--- src/rtl/ssd_share_arbiter.sv ---
// Round-robin share of a 4-digit seven-segment display between an adder (A) and a multiplier (B).
// gnt is 1 cycle after req; seg/an are registered 1 cycle behind the scan. Optional SSD_LZ_BLANK_EN blanks leading zeros.
module ssd_share_arbiter #(
  parameter int SCAN_BITS   = 16,
  parameter int HOLD_FRAMES = 1024
) (
  input  logic        clk,
  input  logic        rst,
  input  logic        req_a,
  input  logic [15:0] data_a,
  output logic        gnt_a,
  input  logic        req_b,
  input  logic [15:0] data_b,
  output logic        gnt_b,
  output logic        owner,
  output logic        valid,
  output logic [6:0]  seg,
  output logic [3:0]  an
);

  typedef enum logic {IDLE, HOLD} state_t;

  localparam logic [11:0] HOLD_INIT = 12'(HOLD_FRAMES);

  state_t               state;
  logic [SCAN_BITS-1:0] presc;
  logic [1:0]           idx;
  logic [11:0]          hold_cnt;
  logic                 ptr;
  logic [15:0]          disp;

  logic       tick;
  logic       frame_end;
  logic       eff_a;
  logic       eff_b;
  logic       pick;
  logic [3:0] nib;
  logic       blank;

  function automatic logic [6:0] ssd_decode(input logic [3:0] h);
    logic [6:0] s;
    case (h)
      4'h0: s = 7'b0000001;
      4'h1: s = 7'b1001111;
      4'h2: s = 7'b0010010;
      4'h3: s = 7'b0000110;
      4'h4: s = 7'b1001100;
      4'h5: s = 7'b0100100;
      4'h6: s = 7'b0100000;
      4'h7: s = 7'b0001111;
      4'h8: s = 7'b0000000;
      4'h9: s = 7'b0000100;
      4'hA: s = 7'b0001000;
      4'hB: s = 7'b1100000;
      4'hC: s = 7'b0110001;
      4'hD: s = 7'b1000010;
      4'hE: s = 7'b0110000;
      default: s = 7'b0111000;
    endcase
    return s;
  endfunction

  assign tick      = &presc;
  assign frame_end = tick && (idx == 2'd3);

  // A request is still high during its own gnt cycle; it must not be granted twice.
  assign eff_a = req_a & ~gnt_a;
  assign eff_b = req_b & ~gnt_b;
  assign pick  = ptr ? eff_b : ~eff_a;

  always_ff @(posedge clk or negedge rst) begin
    if (!rst) begin
      state    <= IDLE;
      presc    <= '0;
      idx      <= 2'd0;
      hold_cnt <= 12'd0;
      ptr      <= 1'b0;
      disp     <= 16'h0000;
      gnt_a    <= 1'b0;
      gnt_b    <= 1'b0;
      owner    <= 1'b0;
      valid    <= 1'b0;
    end else begin
      presc <= presc + 1'b1;
      if (tick) idx <= idx + 2'd1;
      gnt_a <= 1'b0;
      gnt_b <= 1'b0;
      if (state == IDLE) begin
        if (eff_a || eff_b) begin
          gnt_a    <= ~pick;
          gnt_b    <= pick;
          disp     <= pick ? data_b : data_a;
          owner    <= pick;
          valid    <= 1'b1;
          hold_cnt <= HOLD_INIT;
          ptr      <= ~pick;
          state    <= HOLD;
        end
      end else begin
        // Owner refresh keeps the original hold deadline and pointer.
        if (owner ? eff_b : eff_a) begin
          gnt_a <= ~owner;
          gnt_b <= owner;
          disp  <= owner ? data_b : data_a;
        end
        if (frame_end) begin
          hold_cnt <= hold_cnt - 12'd1;
          if (hold_cnt <= 12'd1) state <= IDLE;
        end
      end
    end
  end

  assign nib = disp[{idx, 2'b00} +: 4];

`ifdef SSD_LZ_BLANK_EN
  always_comb begin
    blank = 1'b0;
    case (idx)
      2'd3:    blank = (disp[15:12] == 4'h0);
      2'd2:    blank = (disp[15:8]  == 8'h00);
      2'd1:    blank = (disp[15:4]  == 12'h000);
      default: blank = 1'b0;
    endcase
  end
`else
  assign blank = 1'b0;
`endif

  always_ff @(posedge clk or negedge rst) begin
    if (!rst) begin
      seg <= 7'b1111111;
      an  <= 4'b1111;
    end else if (!valid) begin
      seg <= 7'b1111111;
      an  <= 4'b1111;
    end else begin
      an  <= ~(4'b0001 << idx);
      seg <= blank ? 7'b1111111 : ssd_decode(nib);
    end
  end

endmodule

--- config.mk ---
export PLATFORM = sky130hd
export DESIGN_NAME = ssd_share_arbiter
export DESIGN_NICKNAME = d
export VERILOG_FILES = /design/src/rtl/ssd_share_arbiter.sv
export SDC_FILE = /design/constraint.sdc
export NUM_CORES = 1
export LEC_CHECK = 0
export ABC_AREA = 1
export CELL_PAD_IN_SITES_DETAIL_PLACEMENT = 1
export CELL_PAD_IN_SITES_GLOBAL_PLACEMENT = 2
export CORE_MARGIN = 2
export CORE_UTILIZATION = 30
export CTS_CLUSTER_DIAMETER = 60
export DETAILED_ROUTE_END_ITERATION = 12
export GPL_TIMING_DRIVEN = 0
export PLACE_DENSITY = 0.75
export SKIP_CTS_REPAIR_TIMING = 1
export SLEW_MARGIN = 20
export SYNTH_ARGS = -nofsm -noshare
export SYNTH_HDL_FRONTEND = slang
export SYNTH_SLANG_ARGS = --single-unit
--- constraint.sdc ---
create_clock -name clk -period 1.9 [get_ports clk]
set_input_delay 0.57 -clock clk [delete_from_list [all_inputs] [get_ports clk]]
set_output_delay 0.57 -clock clk [all_outputs]
set_load 0.05 [all_outputs]
==> impl.org, run 1 <==
** Run status
- Result of the run :: finished clean

** Power
- Max IR drop VDD :: 0.000465 V
- The share of total power dissipated in sequential elements is 0.352.
- Total net switching power :: around 1.6 mW
- Power density cells :: 1020 mW/mm^2
- Switching fraction of total power :: 0.339
- The internal portion of the total power is 3.22 mW.
- Fraction of power consumed by the clock network :: 0.348
- Part of the power in combinational logic :: 0.300
- The analysis attributes to cell leakage a power of roughly 2.4 nW.

** Critical path
- Endpoint of the lowest-slack register-to-register path :: disp[8]$_DFFE_PN0P_
- Cell Chain, Critical Path :: dlymetal6s2s_1
- Count of cells along the worst register-to-register path :: 7
- Data required, critical path :: between 1 and 1.5 ns
- Type of the setup path with the least slack :: reg2out
- Worst EP arrival :: 1.26 ns
- In this run the worst path has a maximum fanout of 1.
- Kind of end point of the critical path :: output pin
- In this design, the stage delay of the slowest critical-path cell is roughly 0.52 ns.
- Among cell families on the critical path, the largest total delay comes from flip-flops.
- The largest individual stage delay along the critical path comes from the cell sky130_fd_sc_hd__dfstp_2.
- In this run the critical register-to-register path is launched from state$_DFF_PN0_.
- Startpoint kind of the worst setup timing path :: register
- Number of buffer and inverter instances along the worst setup path :: 1
- Minimum setup slack among reg-to-reg paths :: 0.17 ns

** Global routing
- The number of global-route vias before repair came to 3,331.
- For this run, global-route usage on met1 was measured as 0.214.
- The number of antenna violations at the first check in global routing was 0.
- The first global-routing pass estimated 16,400 um of wire.
- After global routing, the most crowded layer is met2.
- For met2 alone, demand over resource in global routing was 0.249.
- Summed over all layers, the global routing overflow is 0.
- Global-route total usage across every layer :: 0.160
- Entering global routing, the biggest net connects 44 pins.
- Met3 track utilization from global routing :: 0.0466

** Timing
- Setup WS post-layout :: approximately 0.066 ns
- Transition time of the tightest slew-check pin :: about 0.51 ns
- After layout, the minimum clock period comes to 1.83 ns.
- Timing would allow up to 0.545 GHz.
- In this run the tightest slew margin relative to its limit is 0.658.
- Fin Clk Skew :: 0.00495 ns
- Fin. Hold Viols :: 0
- Setup violations remaining at the end of the flow were counted as 0.
- Hold is met by between 0.1 and 0.15 ns.
- Final period util :: 0.965
- The number of pins exceeding their max-slew limit in the final report is 0.

** Cells and area
- In the final layout, the share of cells above drive strength 1 is 0.139.
- Area added between synthesis and finish :: 29.9%
- Once layout is complete, the utilization of the core stands at 0.398.
- Post-layout instance area :: 0.00476 sq mm
- The net count of the finished layout is 578.
- Leaving out filler cells and counting taps, the final layout contains 681.
- The number of antenna diodes in the final layout is 0.

** Logic synthesis
- The synthesized netlist occupies a cell area of approximately 0.0037 sq mm.
- In this run, synthesis produced a sequential element count of 63.
- Dividing the synthesized area by the synthesized cell count gives 7.87 sq um.
- Summed over all instances, the cell type with the most area after synthesis is sky130_fd_sc_hd__dfrtp_1.
- Top area cells in the synthesized netlist :: sky130_fd_sc_hd__dfrtp_1 (36%), sky130_fd_sc_hd__nand2_1 (11%), sky130_fd_sc_hd__nor2_1 (11%)
- Net count after synthesis :: ~510
- Synthesis instantiated 30 different standard cells from the library.
- After synthesis, the share of cell area in mux cells is 0.
- After synthesis, the largest family of logic cells by area is simple AND/OR/NAND/NOR gates.
- Synth Instances :: 465
- Yosys printed 0 warnings.
- Fraction of synthesized cell area taken by the top area cell type :: 0.355
- Post-synthesis simple-gate area fraction :: 0.321
- Of the total synthesized cell area, the portion taken by XOR and XNOR cells is 0.0502.
- Arithmetic-cell share of the synthesized area counting full adders, half adders and majority gates :: 0.0444
- The compound-gate portion of the synthesized area came to 0.0858.
- Of the synthesized area, sequential elements account for 0.434.

** Floorplan
- Die footprint :: 0.0131 sq mm
- Die boundary width :: 114 um
- After floorplanning, the core was divided into 40 placement rows.
- Die Ht :: 114 um
- For this design the top-level I/O count stands at 51.
- Placeable core area :: 0.0120 sq mm
- Initial core utilization :: 0.306

** Detailed routing
- First-iteration detailed-routing DRC count :: 99
- For this run, the detailed router's first-pass iteration total came to 4.
- Summed over all layers, the routed wires come to 9480 um.
- Vias per cell :: 4.66
- Wire per inst :: 13.9 um
- Drc violations :: 0
- In this run the remaining antenna-violating nets after routing total 0.
- For this block, the via count after detailed routing is 3,173.

** Placed design
- In this run, placement finished with an instance count of 663.
- Worst slack at placement :: -0.456 ns
- Placed wire-length estimate :: roughly 7100 um
- The congestion estimate from routability-driven global placement came to 0.798.
- Count of buffers inserted at the top-level ports :: 50
- Summing all placed instances gives a cell area of between 0.004 and 0.005 sq mm.

** CTS
- Clock Tree Root :: sky130_fd_sc_hd__clkbuf_16
- CTS tree :: yes
- Cts bufs inserted :: 9
- In this run the number of H-tree levels came out at 3.
- For the worst-skew pair, the clock arrives at the later sink with an insertion delay of 0.34 ns.
- After clock tree synthesis, the clock-pin slew on the worst setup and hold paths is 0.05 ns.
- The tree built by TritonCTS fans out to 63 sinks.
- No sink is reached through more buffers than the 2 on the longest clock path.

** Min path
- Class of the most critical hold timing path :: in2async

** Flow run
- Reported max-cap violation count :: 0
-- registers in the layout, indices dropped and copies added, names as in the netlist --
register / count
disp: 16
presc: 16
hold_cnt: 12
seg: 7
an: 4
idx: 2
gnt_a: 1
gnt_b: 1
owner: 1
ptr: 1
state: 1
valid: 1
-- synth_stat cells --
cell and instances:
sky130_fd_sc_hd__nand3_2 4, sky130_fd_sc_hd__inv_1 31, sky130_fd_sc_hd__dfrtp_1 52, sky130_fd_sc_hd__xor2_1 13, sky130_fd_sc_hd__nand4_1 5, sky130_fd_sc_hd__nor2_2 2
sky130_fd_sc_hd__clkbuf_1 3, sky130_fd_sc_hd__ha_1 13, sky130_fd_sc_hd__nand3_4 2, sky130_fd_sc_hd__o21ai_1 6, sky130_fd_sc_hd__o21ai_0 24, sky130_fd_sc_hd__inv_2 5
sky130_fd_sc_hd__nand3_1 33, sky130_fd_sc_hd__nor2_8 2, sky130_fd_sc_hd__a22oi_1 16, sky130_fd_sc_hd__o21ai_2 3, sky130_fd_sc_hd__buf_6 4, sky130_fd_sc_hd__nand2_4 2
sky130_fd_sc_hd__buf_2 3, sky130_fd_sc_hd__dfstp_2 11, sky130_fd_sc_hd__o211ai_1 1, sky130_fd_sc_hd__nand2_1 107, sky130_fd_sc_hd__buf_4 3, sky130_fd_sc_hd__a21oi_1 2
sky130_fd_sc_hd__nor2_4 1, sky130_fd_sc_hd__nand2_2 3, sky130_fd_sc_hd__inv_4 1, sky130_fd_sc_hd__nor2_1 103, sky130_fd_sc_hd__xnor2_1 8, sky130_fd_sc_hd__nor3_1 2
-- power by group through the flow --
stage / clock (mW) / sequential [mW] / combinational [mW]
global placement: 0 / 1.74 / 1.43
global route: 1.81 / 1.74 / 1.64
CTS: 1.75 / 1.72 / 1.46
finish: 1.70 / 1.71 / 1.46
detailed placement: 0 / 1.74 / 1.45
floorplan: 0 / 2.00 / 0.706
-- worst max path at each step --
stage | from | end | slack, ns | depth (start not counted)
floorplan | owner$_DFFE_PN0P_ | disp[11]$_DFFE_PN0P_ | 0.28 | 8
global placement | rst | disp[13]$_DFFE_PN0P_ | -1.95 | 1
detailed placement | req_b | disp[9]$_DFFE_PN0P_ | -0.46 | 10
CTS | owner$_DFFE_PN0P_ | owner | -0.40 | 1
global route | req_b | disp[9]$_DFFE_PN0P_ | -0.008 | 11
finish | an[2]$_DFF_PN1_ | an[2] | 0.07 | 1
-- metrics by stage --
stage          power (mW)  setup TNS, ns
3_3_place_gp         3.17        -119.31
4_1_cts              4.93          -5.12
2_1_floorplan        2.71              0
6_report             4.87              0
5_1_grt              5.19        -0.0104
3_5_place_dp         3.19          -5.68
-- cell usage in the layout (no fill, tap or decap), types with 3 or more instances in the layout --
master                              n
sky130_fd_sc_hd__nand2_4            3
sky130_fd_sc_hd__nand3_2            4
sky130_fd_sc_hd__o21ai_2            3
sky130_fd_sc_hd__inv_2              6
sky130_fd_sc_hd__clkbuf_16          9
sky130_fd_sc_hd__buf_4              6
sky130_fd_sc_hd__a22oi_1           16
sky130_fd_sc_hd__nand4_1            5
sky130_fd_sc_hd__xnor2_1            8
sky130_fd_sc_hd__nand2_1          104
sky130_fd_sc_hd__buf_6              5
sky130_fd_sc_hd__clkdlybuf4s50_1   34
sky130_fd_sc_hd__ha_1              13
sky130_fd_sc_hd__nand3_1           33
sky130_fd_sc_hd__dlymetal6s2s_1    14
sky130_fd_sc_hd__dfrtp_1           52
sky130_fd_sc_hd__xor2_1            13
sky130_fd_sc_hd__dfstp_2           11
sky130_fd_sc_hd__nor2_1           100
sky130_fd_sc_hd__o21ai_1            7
sky130_fd_sc_hd__nand2_2            5
sky130_fd_sc_hd__o21ai_0           23
sky130_fd_sc_hd__nor2_2             5
sky130_fd_sc_hd__inv_1             30
sky130_fd_sc_hd__clkbuf_1           3
-- routing by layer --
| metal | share of wire | up-vias |
|---|---|---|
| met2 | 0.46 | 58 |
| met5 | 0 | - |
| met1 | 0.49 | 1484 |
| li1 | - | 1618 |
| met3 | 0.042 | 13 |
| met4 | 0.015 | 0 |
-- cells by family after synthesis --
group	count (synthesis)
AO/OA/AOI/OAI	52
XOR/XNOR	21
AND/OR/NAND/NOR	266
buffers and inverters	50
flip-flops	63
adder cells (fa/ha/maj)	13
-- final cells by class --
type,instances,area [sq um]
Fill cell,1426,7210
Multi-Input combinational cell,352,1860
Inverter,37,141
Clock inverter,4,53.8
Timing Repair Buffer,53,571
Clock buffer,12,256
Sequential cell,63,1590
Buffer,13,104
Tap cell,147,184
Note: power is estimated with default switching activity, not from simulation.
==> inputs of run 2 (changes only) <==
--- a/config.mk
+++ b/config.mk
@@ -5,7 +5,6 @@
 export SDC_FILE = /design/constraint.sdc
 export NUM_CORES = 1
 export LEC_CHECK = 0
-export ABC_AREA = 1
 export CELL_PAD_IN_SITES_DETAIL_PLACEMENT = 1
 export CELL_PAD_IN_SITES_GLOBAL_PLACEMENT = 2
 export CORE_MARGIN = 2
@@ -13,7 +12,7 @@
 export CTS_CLUSTER_DIAMETER = 60
 export DETAILED_ROUTE_END_ITERATION = 12
 export GPL_TIMING_DRIVEN = 0
-export PLACE_DENSITY = 0.75
+export PLACE_DENSITY = 0.72
 export SKIP_CTS_REPAIR_TIMING = 1
 export SLEW_MARGIN = 20
 export SYNTH_ARGS = -nofsm -noshare
==> run 2 against run 1 <==
The flow now finishes with violations (setup timing). Design area fell by 2.6%. Clock power fell by 41%. Synthesized cell count down 28%. Synthesized area shrank 11%. Non-clock buffer count grew 21. Utilization is 3.4 points higher. Die area down 10%. Sequential power about the same. First-iteration DRC count down 27%. Critical path depth is 4 higher. Critical endpoint is now hold_cnt[4]$_DFFE_PN0P_. Highest routed layer unchanged.
==> impl.org, run 2 <==
** Logic synthesis
- Post-synthesis cell type count :: 48 (+60%)
- The number of nets in the synthesized netlist came to 382 (-26%).
- Post-synth design cell area :: 0.00327 sq mm (-11%)
- Most frequent cell after synthesis :: sky130_fd_sc_hd__dfrtp_1
- The Yosys warning count came to 0 (unchanged).
- Number of flops mapped to enable cells by yosys :: 0 (unchanged)
- Sequential fraction of the synthesis area :: 0.486 (+0.0513)
- The share of flip-flops with an asynchronous set or reset was 1.00 (unchanged).
- The synthesized design spends more area on one cell type than any other, namely sky130_fd_sc_hd__dfrtp_1.
- Ys flop type :: sky130_fd_sc_hd__dfrtp_1
- Syn avg cell area :: 9.83 sq um (+25%)
- The synthesized instance count came to 333 (-28%).
- The area fraction of the dominant cell type after synthesis came to 0.397 (+0.0420).
- Counting instances in the post-synthesis netlist gives the leading cell types as sky130_fd_sc_hd__dfrtp_1 (52), sky130_fd_sc_hd__nand3_1 (34), sky130_fd_sc_hd__nor2_1 (31).
- The flip-flop and latch count after synthesis came to 63 (unchanged).
- By area the synthesized netlist is led by sky130_fd_sc_hd__dfrtp_1 (40%), sky130_fd_sc_hd__dfstp_2 (8.8%), sky130_fd_sc_hd__nand3_1 (5.2%).

** Run status
- Result of the run :: complete, but fails checks
- The checks that failed: setup timing.

** Timing
- The slew at the pin closest to its max-slew limit was 0.516 ns (+0.00458 ns).
- Final period util :: 1.02 (+0.0582)
- Relative max-transition margin :: 0.655 (-0.00306)
- The count of endpoints failing hold in the final timing report was 0 (unchanged).
- Setup WS post-layout :: -0.0448 ns (-0.111 ns)
- The time the final worst path needs with I/O delays and setup came to 1.94 ns (+0.111 ns).
- Fin Clk Skew :: 0.0151 ns (+0.0102 ns)
- Unrepaired setup endpoints after global routing :: yes
- The fmax came to 0.514 GHz (-5.7%).
- Number of max-slew violations in the final report :: 0 (unchanged)
- Number of failing setup endpoints in the final timing report :: 3 (+3)

** Cells and area
- Leading cell types in the layout, fill and taps excluded :: sky130_fd_sc_hd__dfrtp_1 (47), sky130_fd_sc_hd__nand3_1 (33), sky130_fd_sc_hd__clkdlybuf4s50_1 (33), sky130_fd_sc_hd__nor2_1 (30), sky130_fd_sc_hd__buf_4 (20)
- Final-stage net count :: 463 (-20%)
- Area added between synthesis and finish :: 41.5%
- The final non-filler cell total came to 559 (-18%).
- Antenna diode count :: 0 (unchanged)
- The library cell used most frequently in the layout, excluding fill and tap cells, is sky130_fd_sc_hd__dfrtp_1.
- The layout filler cell count came to 1,215 (-15%).
- The largest registers in the layout are disp: 16 flops, presc: 16 flops, hold_cnt: 12 flops.
- Share of final-layout standard cells stronger than drive strength 1 :: 0.253 (+0.114)

** Power
- Switching fraction of total power :: 0.360 (+0.0211)
- The design internal power came to 2.74 mW (-15%).
- Leak Pwr :: 2.02 nW (-16%)
- Fraction of power consumed by the clock network :: 0.237 (-0.111)
- The worst supply voltage drop on vdd was 0.000573 V (+23%).
- The switching component of the power was 1.54 mW (-6.7%).
- The power consumption was 4.28 mW (-12%).
- Register share of total power :: 0.404 (+0.052)
- Part of the power in combinational logic :: 0.358 (+0.058)
- The power per cell area came to 923 mW/mm^2 (-9.9%).

** Critical path
- The worst setup path is captured at a register.
- The count of buffer and inverter cells on the critical path came to 0 (-1).
- STA classifies the critical path startpoint as a register.
- Largest fanout on the critical path :: 6 (+5)
- The worst endpoint data arrival time came to 2.22 ns (+0.96 ns).
- Cell family with most CP delay :: simple AND/OR/NAND/NOR gates
- Data required, critical path :: 2.17 ns (+0.84 ns)
- Critical path's largest stage delay :: 0.62 ns (+0.10 ns)
- The signal on the critical path passes through ha_4 > nand4_1 > or4_4 > or3_4 > a31oi_4.
- Type of the setup path with the least slack :: reg2reg
- Critical Path Slowest Stage Cell :: sky130_fd_sc_hd__or4_4

** Min path
- The path class of the tightest hold or removal check is in2async.

** CTS
- The post-CTS clock slew at the launch and capture registers of the worst setup and hold paths is 0.08 ns (+0.03 ns).
- The number of sinks driven by the clock tree was 63 (unchanged).
- The cell sitting at the root of the clock tree is a sky130_fd_sc_hd__clkbuf_8.
- The clock latency of the later-clocked register in the worst-skew pair was 0.35 ns (about the same).
- Deepest level of the CTS H-tree :: 3 (unchanged)
- The number of CTS-inserted buffers came to 9 (unchanged).
- TritonCTS built the clock tree.
- Buffer depth of the longest clock path :: 2 (unchanged)

** Global routing
- Vias in the first global route :: 2,855 (-14%)
- After global routing, the most crowded layer is met2.
- M2 GR Usage :: 0.244 (-0.00511)
- Global-route wire length before repair :: 14,300 um (-13%)
- Grt ovf :: 0 (unchanged)
- Met3 track utilization from global routing :: 0.0344 (-0.0122)
- The largest net degree at the start of global routing was 37 (-16%).
- Routing usage on met1 :: 0.216 (+0.00194)
- Global-route total usage across every layer :: 0.156 (-0.00399)
- The number of antenna violations at the first check in global routing is 0 (unchanged).

** Floorplan
- Initial core utilization :: 0.305 (-0.00134)
- Die boundary width :: 108 um (-5.2%)
- The area of the die was 0.0118 sq mm (-10%).
- Placeable core area :: 0.0107 sq mm (-10%)
- Site Rows :: 38 (-5.0%)
- The top-level I/O count is 51 (unchanged).
- The height of the chip came to 108 um (-5.2%).

** Detailed routing
- The post-detailed-route count of antenna-violating nets is 0 (unchanged).
- Vias per cell :: 5.10 (+9.4%)
- The via count was 2,849 (-10%).
- Drt first pass iters :: 4 (unchanged)
- The average wire per standard cell came to 16.1 um (+16%).
- Drc violations :: 0 (unchanged)
- The aggregate routed wire length came to 9010 um (-5.0%).
- The number of DRC markers after the initial detailed-route iteration came to 72 (-27%).

** Placed design
- The minimum setup slack after placement is -0.812 ns (-0.356 ns).
- The detailed-placement wirelength estimate came to 6290 um (-12%).
- The number of buffer cells added on primary ports is 50 (unchanged).
- Weighted congestion at the end of routability-driven global placement :: 0.776 (-2.8%)
- Placed instance count :: 524 (-21%)

** Flow run
- Reported max-cap violation count :: 0 (unchanged)
run 2: cell types whose count changed in the layout (fill, tap and decap cells not counted), sizes merged, moves of 6 or more:
cell / before / now
buf: 14 / 31
o211ai: 1 / 10
inv: 37 / 15
nand2: 112 / 18
o21ai: 33 / 21
a22oi: 16 / 0
a21oi: 2 / 8
nor3: 2 / 8
nor2: 108 / 31
a31oi: 0 / 19
run 2: final timing paths:
check	cells past startpoint	start	end	slack, ns
min in group clk	1	presc[14]$_DFF_PN0_	presc[14]$_DFF_PN0_	0.48
max in group asynchronous	2	rst	seg[2]$_DFF_PN1_	1.15
max reg2reg	5	presc[1]$_DFF_PN0_	hold_cnt[4]$_DFFE_PN0P_	-0.04
max	5	presc[1]$_DFF_PN0_	hold_cnt[4]$_DFFE_PN0P_	-0.04
min	1	rst	presc[5]$_DFF_PN0_	0.14
min reg2reg	1	presc[14]$_DFF_PN0_	presc[14]$_DFF_PN0_	0.48
run 2: layer usage:
metal  up-vias  share of wire
li1       1372              -
met1      1415           0.48
met2        52           0.48
met3        10          0.035
met4         0         0.0097
met5         -              0
run 2: cell type report:
| type | instances | area, sq um | area share |
|---|---|---|---|
| Clock buffer | 12 | 135 | 0.0292 |
| Buffer | 15 | 97.6 | 0.0211 |
| Multi-Input combinational cell | 238 | 1810 | 0.392 |
| Timing Repair Buffer | 72 | 731 | 0.158 |
| Clock inverter | 4 | 22.5 | 0.00486 |
| Sequential cell | 63 | 1600 | 0.345 |
| Inverter | 15 | 61.3 | 0.0132 |
| Tap cell | 140 | 175 | 0.0378 |
run 2: power groups by stage:
stage	registers [mW]	logic, mW	clock network, mW
after global routing	1.76	1.66	1.12
after floorplan	2.02	0.559	0
after detailed placement	1.75	1.25	0
after global placement	1.75	1.24	0
after CTS	1.73	1.25	1.05
final	1.73	1.53	1.01
run 2: cells by family (layout without fill, tap and decap cells):
| family | count (synthesis) | in the layout | synth area share |
|---|---|---|---|
| buffers and inverters | 32 | 118 | 0.0371 |
| flip-flops | 63 | 63 | 0.486 |
| AND/OR/NAND/NOR | 129 | 129 | 0.207 |
| XOR/XNOR | 15 | 15 | 0.0401 |
| multiplexers | 6 | 6 | 0.0336 |
| AO/OA/AOI/OAI | 75 | 75 | 0.147 |
| adder cells (fa/ha/maj) | 13 | 13 | 0.0497 |
run 2: through the flow:
step	hold WS [ns]	TNS (ns)	utilization	cell area (sq um)
floorplan	0.274	-0.00824	-	3290
global route	0.164	-0.780	0.431	4630
CTS	0.147	-14.48	0.385	4140
detailed placement	0.470	-16.61	0.370	3980
global placement	0.463	-130.91	0.369	3960
finish	0.139	-0.0854	0.431	4630
